`src/rtl/next_ppv_latch.sv`:
```
// Two-entry in-order flit buffer that latches the next-node prefer-port vector chosen from look-ahead RC candidates.
// Push-to-out_valid latency is 1 cycle; in_ready drops only when both entries are full and never looks at out_ready.
module next_ppv_latch #(
   parameter int FLIT_W         = 64,
   parameter int NUM_PORT       = 5,
   parameter int PC_INDEX_WIDTH = 3
) (
   input  logic                        clk,
   input  logic                        reset,
   input  logic                        in_valid,
   output logic                        in_ready,
   input  logic [FLIT_W-1:0]           in_flit,
   input  logic [PC_INDEX_WIDTH-1:0]   in_indir,
   input  logic [PC_INDEX_WIDTH-1:0]   in_alloc_port,
   input  logic [4*NUM_PORT-1:0]       in_ppv_cand,
   input  logic [3:0]                  in_ltb_cand,
   input  logic [3:0]                  in_rtb_cand,
   output logic                        out_valid,
   input  logic                        out_ready,
   output logic [FLIT_W-1:0]           out_flit,
   output logic [NUM_PORT-1:0]         out_ppv,
   output logic                        out_ltb,
   output logic                        out_rtb,
   output logic [PC_INDEX_WIDTH-1:0]   out_port,
   output logic                        sel_err,
   output logic [15:0]                 eject_cnt
);

   localparam logic [PC_INDEX_WIDTH-1:0] P_LOCAL = PC_INDEX_WIDTH'(4);

   logic [FLIT_W-1:0]         r_flit [2];
   logic [NUM_PORT-1:0]       r_ppv  [2];
   logic                      r_ltb  [2];
   logic                      r_rtb  [2];
   logic [PC_INDEX_WIDTH-1:0] r_port [2];
   logic                      r_wr_ptr;
   logic                      r_rd_ptr;
   logic [1:0]                r_count;
   logic                      r_sel_err;
   logic [15:0]               r_eject_cnt;

   logic                      w_push;
   logic                      w_pop;
   logic                      w_illegal;
   logic                      w_eject;
   logic [1:0]                w_k;
   logic [NUM_PORT-1:0]       w_ppv;
   logic                      w_ltb;
   logic                      w_rtb;

   assign in_ready  = (r_count < 2'd2) && !reset;
   assign out_valid = (r_count != 2'd0);
   assign w_push    = in_valid && in_ready;
   assign w_pop     = out_valid && out_ready;

   assign w_illegal = (in_indir > P_LOCAL) || (in_alloc_port > P_LOCAL);
   assign w_eject   = (in_alloc_port == P_LOCAL);

   // Candidate slices are ordered relative to the arrival direction; a local
   // injection has no arrival direction, so the allocated port indexes directly.
   always_comb begin
      w_k = 2'd0;
      if (in_indir == P_LOCAL)
         w_k = in_alloc_port[1:0];
      else
         w_k = in_alloc_port[1:0] - in_indir[1:0] - 2'd1;
   end

   always_comb begin
      w_ppv = '0;
      w_ltb = 1'b0;
      w_rtb = 1'b0;
      if (!w_illegal && !w_eject) begin
         w_ppv = in_ppv_cand[int'(w_k)*NUM_PORT +: NUM_PORT];
         w_ltb = in_ltb_cand[w_k];
         w_rtb = in_rtb_cand[w_k];
      end
   end

   always_ff @(posedge clk) begin
      if (reset) begin
         for (int i = 0; i < 2; i++) begin
            r_flit[i] <= '0;
            r_ppv[i]  <= '0;
            r_ltb[i]  <= 1'b0;
            r_rtb[i]  <= 1'b0;
            r_port[i] <= '0;
         end
         r_wr_ptr    <= 1'b0;
         r_rd_ptr    <= 1'b0;
         r_count     <= 2'd0;
         r_sel_err   <= 1'b0;
         r_eject_cnt <= 16'd0;
      end else begin
         if (w_push) begin
            r_flit[r_wr_ptr] <= in_flit;
            r_ppv[r_wr_ptr]  <= w_ppv;
            r_ltb[r_wr_ptr]  <= w_ltb;
            r_rtb[r_wr_ptr]  <= w_rtb;
            r_port[r_wr_ptr] <= in_alloc_port;
            r_wr_ptr         <= ~r_wr_ptr;
            if (w_illegal)
               r_sel_err <= 1'b1;
            if (w_eject && r_eject_cnt != 16'hFFFF)
               r_eject_cnt <= r_eject_cnt + 16'd1;
         end
         if (w_pop)
            r_rd_ptr <= ~r_rd_ptr;
         case ({w_push, w_pop})
            2'b10:   r_count <= r_count + 2'd1;
            2'b01:   r_count <= r_count - 2'd1;
            default: r_count <= r_count;
         endcase
      end
   end

   assign out_flit  = r_flit[r_rd_ptr];
   assign out_ppv   = r_ppv[r_rd_ptr];
   assign out_ltb   = r_ltb[r_rd_ptr];
   assign out_rtb   = r_rtb[r_rd_ptr];
   assign out_port  = r_port[r_rd_ptr];
   assign sel_err   = r_sel_err;
   assign eject_cnt = r_eject_cnt;

endmodule

```
`config.mk`:
```
export PLATFORM = sky130hd
export DESIGN_NAME = next_ppv_latch
export DESIGN_NICKNAME = d
export VERILOG_FILES = /design/src/rtl/next_ppv_latch.sv
export SDC_FILE = /design/constraint.sdc
export NUM_CORES = 1
export LEC_CHECK = 0
export CAP_MARGIN = 10
export CELL_PAD_IN_SITES_DETAIL_PLACEMENT = 1
export CELL_PAD_IN_SITES_GLOBAL_PLACEMENT = 1
export CORE_MARGIN = 2
export CORE_UTILIZATION = 43
export DETAILED_ROUTE_END_ITERATION = 7
export HOLD_SLACK_MARGIN = 0.12
export PLACE_DENSITY = 0.94
export RECOVER_POWER = 25
export SLEW_MARGIN = 20
export SYNTH_ARGS = -nofsm -noshare
export SYNTH_HDL_FRONTEND = slang
export SYNTH_SLANG_ARGS = --single-unit
```
`constraint.sdc`:
```
create_clock -name clk -period 6.9 [get_ports clk]
set_input_delay 2.07 -clock clk [delete_from_list [all_inputs] [get_ports clk]]
set_output_delay 2.07 -clock clk [all_outputs]
set_load 0.05 [all_outputs]
```
* After elaboration in Yosys (flattened, before gate mapping)
Memories as Yosys holds them, arrays and structs flattened. A register that Yosys moved wholly into a read port is not among the register bits. Cells that the tools add are included.
Cells by class: add/subtract/negate cells 5, multiply operators 1, div/mod/pow operators 0, order comparisons 4, equal/unequal tests 5, shift operators 1, multiplexer cells 39, bitwise gates (word level) 2, reduce and logical (&&, ||, !) cells 18
Operator list (number):
- two-way mux 64 bit | 1
- OR reduction 64 bit | 1
- two-way mux 1 bit | 31
- indexed part select 20 x 6 -> 5 bit | 1
- adder 16 x 1 -> 16 bit, second input constant | 1
- != test 16 bit, second input constant | 1
- two-way mux 5 bit | 2
- equality test 3 bit, second input constant | 2
- greater-than comparator 3 bit, second input constant | 2
- logical AND 1 bit | 5
- multiplier 2 x 3 -> 5 bit, second input constant | 1
- OR reduction 5 bit | 1
- binary-select mux 1 bit (select 2 bit) | 2
- one-hot mux 2 bit (2 select lines) | 1
- AND reduction 2 bit | 2
- nonzero test 2 bit | 2
- subtractor 2 x 1 -> 2 bit, second input constant | 2
- zero test 1 bit | 3
- < comparator 2 x 3 -> 1 bit, second input constant | 1
- two-way mux 3 bit | 1
- OR reduction 3 bit | 1
- adder 2 x 1 -> 2 bit, second input constant | 1
- equality test 2 x 1 -> 1 bit, second input constant | 1
- equality test 2 bit, second input constant | 1
- other kinds (6) | 8
Storage, ports and cells: register bits after elaboration 21, bits in latches 0, RAM bits 148, ROM bits 0, input port bits 102, output and inout bits 93, memories kept 5
Memories:
- r_flit | words 2, width 64, rd ports 1, clocked after memory_dff 1, wr ports 2, line 31 | logic [FLIT_W-1:0] r_flit [2];
- r_ppv | words 2, width 5, rd ports 1, clocked after memory_dff 1, wr ports 2, line 32 | logic [NUM_PORT-1:0] r_ppv [2];
- r_port | words 2, width 3, rd ports 1, clocked after memory_dff 1, wr ports 2, line 35 | logic [PC_INDEX_WIDTH-1:0] r_port [2];
- r_ltb | words 2, width 1, rd ports 1, clocked after memory_dff 1, wr ports 2, line 33 | logic r_ltb [2];
- r_rtb | words 2, width 1, rd ports 1, clocked after memory_dff 1, wr ports 2, line 34 | logic r_rtb [2];

* Longest topological paths before layout
depth in word-level cells 8, mapped depth 8

* Least setup slack after synthesis
OpenSTA, ideal clock, no wires.
kind input -> output, start point in reset, end point out in_ready, data arrival time 3113 ps, setup slack 1717 ps, stages on the path 3, path buffers 2, cells stage by stage clkbuf_1 -> buf_1 -> nor2_1
Between the ends: word-level cells in the longest chain between the ends 2
RTL lines:
- from (decl) | line 9 | input logic reset,
- zero test 1 bit | line 51 | assign in_ready = (r_count < 2'd2) && !reset;
- logical AND 1 bit | line 51
- to (decl) | line 11 | output logic in_ready,
Every way passes these cells.

* Worst setup path after layout
Same ends and word-level chain as after synthesis.

==> run_results.csv <==
group,metric,value,unit
run_status,outcome,"finished, final reports clean",
yosys,async_reset_ff_share,0,%
worst_setup_path,crit_fanout,2,
sta,slew_headroom,15.6,%
yosys,synth_largest_area_cell,"edfxtp_1",
routing,firstDrtPassIters,4,
cells_and_area,finalNetCount,848,
worst_setup_path,crit_chain,"dlygate4sd3_1 > nor2_1 > clkdlybuf4s50_1",
cells_and_area,drive_gt1_share,15.9,%
routing,wl_per_cell,20.0,um
worst_hold_path,min-delay-path-class,"flop to flop",
sta,worstMarginPinSlew,1270,ps
pwr,total_power,3.36,mW
yosys,yosysMostFrequentCell,"edfxtp_1",
clocking,ctsResizeCount,0,
clocking,cts_buffer_depth,2,
clocking,postCtsSetupBuffers,0,
clocking,cts_tree,"done",
worst_setup_path,crit_arrival,3540,ps
worst_setup_path,slowest_stage,"clkdlybuf4s50_1",
sta,whs,521,ps
clocking,clock_sinks,170,
yosys,synth.cell_area,0.00766,mm^2
global_routing,grt_start_max_net_pins,75,
placement,place_congestion,0.853,
sta,finalCritPeriodShare,81.4,%
floorplan,die_w,138,um
cells_and_area,syn2layout_area_growth,36.7,%
floorplan,start_util,44.2,%
clocking,numCtsBuffers,17,
placement,portBuffers,194,
worst_setup_path,slowest_delay,810,ps
worst_setup_path,cp.required,4830,ps
yosys,synth_warnings,0,
cells_and_area,stdcell_area,0.0105,mm^2
sta,rsz0062_at_grt,"false",
yosys,syn-num-nets,664,
worst_setup_path,crit_path_end_kind,"output port",
routing,ant_nets,0,
yosys,synth_area_leaders,"edfxtp_1, mux2_2, dfxtp_1, and2_1, and3_1",
global_routing,grt_pass1_wl,30.5,mm
yosys,synth_xor_area_share,1.60,%
global_routing,grt-ovfl-total,0,
yosys,yosysSeqAreaShare,63.7,%
clocking,cts_root_buffer,"clkbuf_16",
global_routing,grt_usage,21.4,%
sta,max_freq,178,MHz
yosys,syn_avg_cell_area,13.7,um^2
clocking,hold_buffers,0,
routing,drc_errors,0,
sta,final-setup-viol-count,0,
worst_setup_path,crit_type,"input pin to output port",
floorplan,design.core.area,0.0174,mm^2
pwr,ir_worst_vdd,0.185,mV
clocking,htree_levels,4,
pwr,power_leakage,4.09,nW
routing,vias_per_cell,5.32,
sta,fin_worst_skew,14.8,ps
routing,vias,5221,
cells_and_area,num_antenna_cells,0,
yosys,synth_top_area_share,58.0,%
global_routing,grt_pass1_vias,5754,
yosys,synthAdderAreaFrac,0.490,%
worst_setup_path,cp-start-kind,"input pin",
sta,timing.setup.tns,0,ps
sta,drv_slew,0,
global_routing,use_met2,38.5,%
yosys,synth_cell_types,39,
yosys,synth_top_family_by_area,"simple AND/OR/NAND/NOR gates",
placement,hpwl,12.7,mm
job,cap_viol_max_count,0,
global_routing,busiest_layer,"met2",
yosys,ys_ff_latch,170,
routing,wl,19.6,mm
floorplan,pin_count,195,
yosys,synth-edff-count,148,
sta,hold_viol_final,0,
floorplan,dieArea,0.0189,mm^2
yosys,synth.area.mux_share,13.3,%
global_routing,antenna_found_initial,0,
routing,drt_iter0_markers,242,
yosys,synthSimpleGateAreaFrac,16.5,%
floorplan,rows,48,
clocking,clock_latency,430,ps
sta,post-route-min-period,5610,ps
yosys,synth_compound_area_share,2.58,%
yosys,netlist_top_cells_count,"edfxtp_1, mux2_2, and2_1, and3_1, clkbuf_1",
clocking,clkTransAtPathRegs,70,ps
floorplan,die_y,138,um
yosys,syn_inst,559,
placement,placed_cell_area,0.00986,mm^2
pwr,pwr_density_cell,321,mW/mm^2
yosys,synth_ff_type,"edfxtp_1",
global_routing,use_met3,5.26,%
global_routing,gr-usage-met1,25.6,%
## critical path: cells and delay by family
kind	cells	cell delay, ps
buffers and inverters	2	1360
and+or+nand+nor	1	110
## flip-flops by register name, indices dropped and copies added, names as in the netlist, named ones only
signal and count:
r_port 6, r_ltb 2, sel_err 1, r_ppv 10, eject_cnt 16, r_count 2
r_rtb 2, r_rd_ptr 1, r_wr_ptr 1, r_flit 128
## stage by stage
| step | util [%] | setup WS (ps) | std cells |
|---|---|---|---|
| global placement | 56.5 | 1430 | 946 |
| global route | 60.4 | 1250 | 981 |
| floorplan | - | 1720 | 559 |
| CTS | 60.3 | 1400 | 980 |
| detailed placement | 56.8 | 1410 | 948 |
| finish | 60.4 | 1290 | 981 |
## cells in the final DEF (no fill, tap or decap), types with 12 or more instances in the layout
master / count
and2_1: 58
clkdlybuf4s50_1: 174
nor2_1: 26
nand2_1: 14
o22ai_1: 14
mux2i_1: 15
and3_1: 69
clkbuf_16: 21
dlygate4sd3_1: 20
edfxtp_1: 148
dfxtp_1: 20
xnor2_1: 12
mux2_2: 76
## worst paths after layout
kind	startpoint	to	slack [ps]	cells past startpoint
setup reg to reg	r_count[1]$_SDFFE_PP0P_	r_flit[0][5]$_SDFFCE_PN0P_	4030	7
hold reg to reg	sel_err$_SDFFE_PP0P_	sel_err$_SDFFE_PP0P_	520	2
hold / removal	sel_err$_SDFFE_PP0P_	sel_err$_SDFFE_PP0P_	520	2
setup / recovery	reset	in_ready	1290	3
## layer usage
metal / vias to the layer above / part of all wire, %
li1: 2436 / -
met1: 2598 / 40
met2: 171 / 53
met3: 16 / 5.4
met4: 0 / 1.1
met5: - / 0
## cell families after synthesis
logic type	count (synthesis)
AOI/OAI and AO/OA	30
xor gates and xnor gates	14
adders and majority gates	3
buffers and inverters	36
DFF	170
muxes	92
and+or+nand+nor	214
## final cells by class
class,count,area [um^2]
Fill cell,1689,6880
Multi-Input combinational cell,353,2660
Clock buffer,30,589
Tap cell,225,282
Sequential cell,170,4890
Timing Repair Buffer,199,2030
Inverter,2,7.51
Clock inverter,2,15.0
## report_power, final
group	switching [mW]	internal [mW]
clock network	0.379	0.579
logic	0.651	0.428
registers	0.0982	1.22
total	1.13	2.23
No activity file was read; power rests on OpenSTA's default activity.
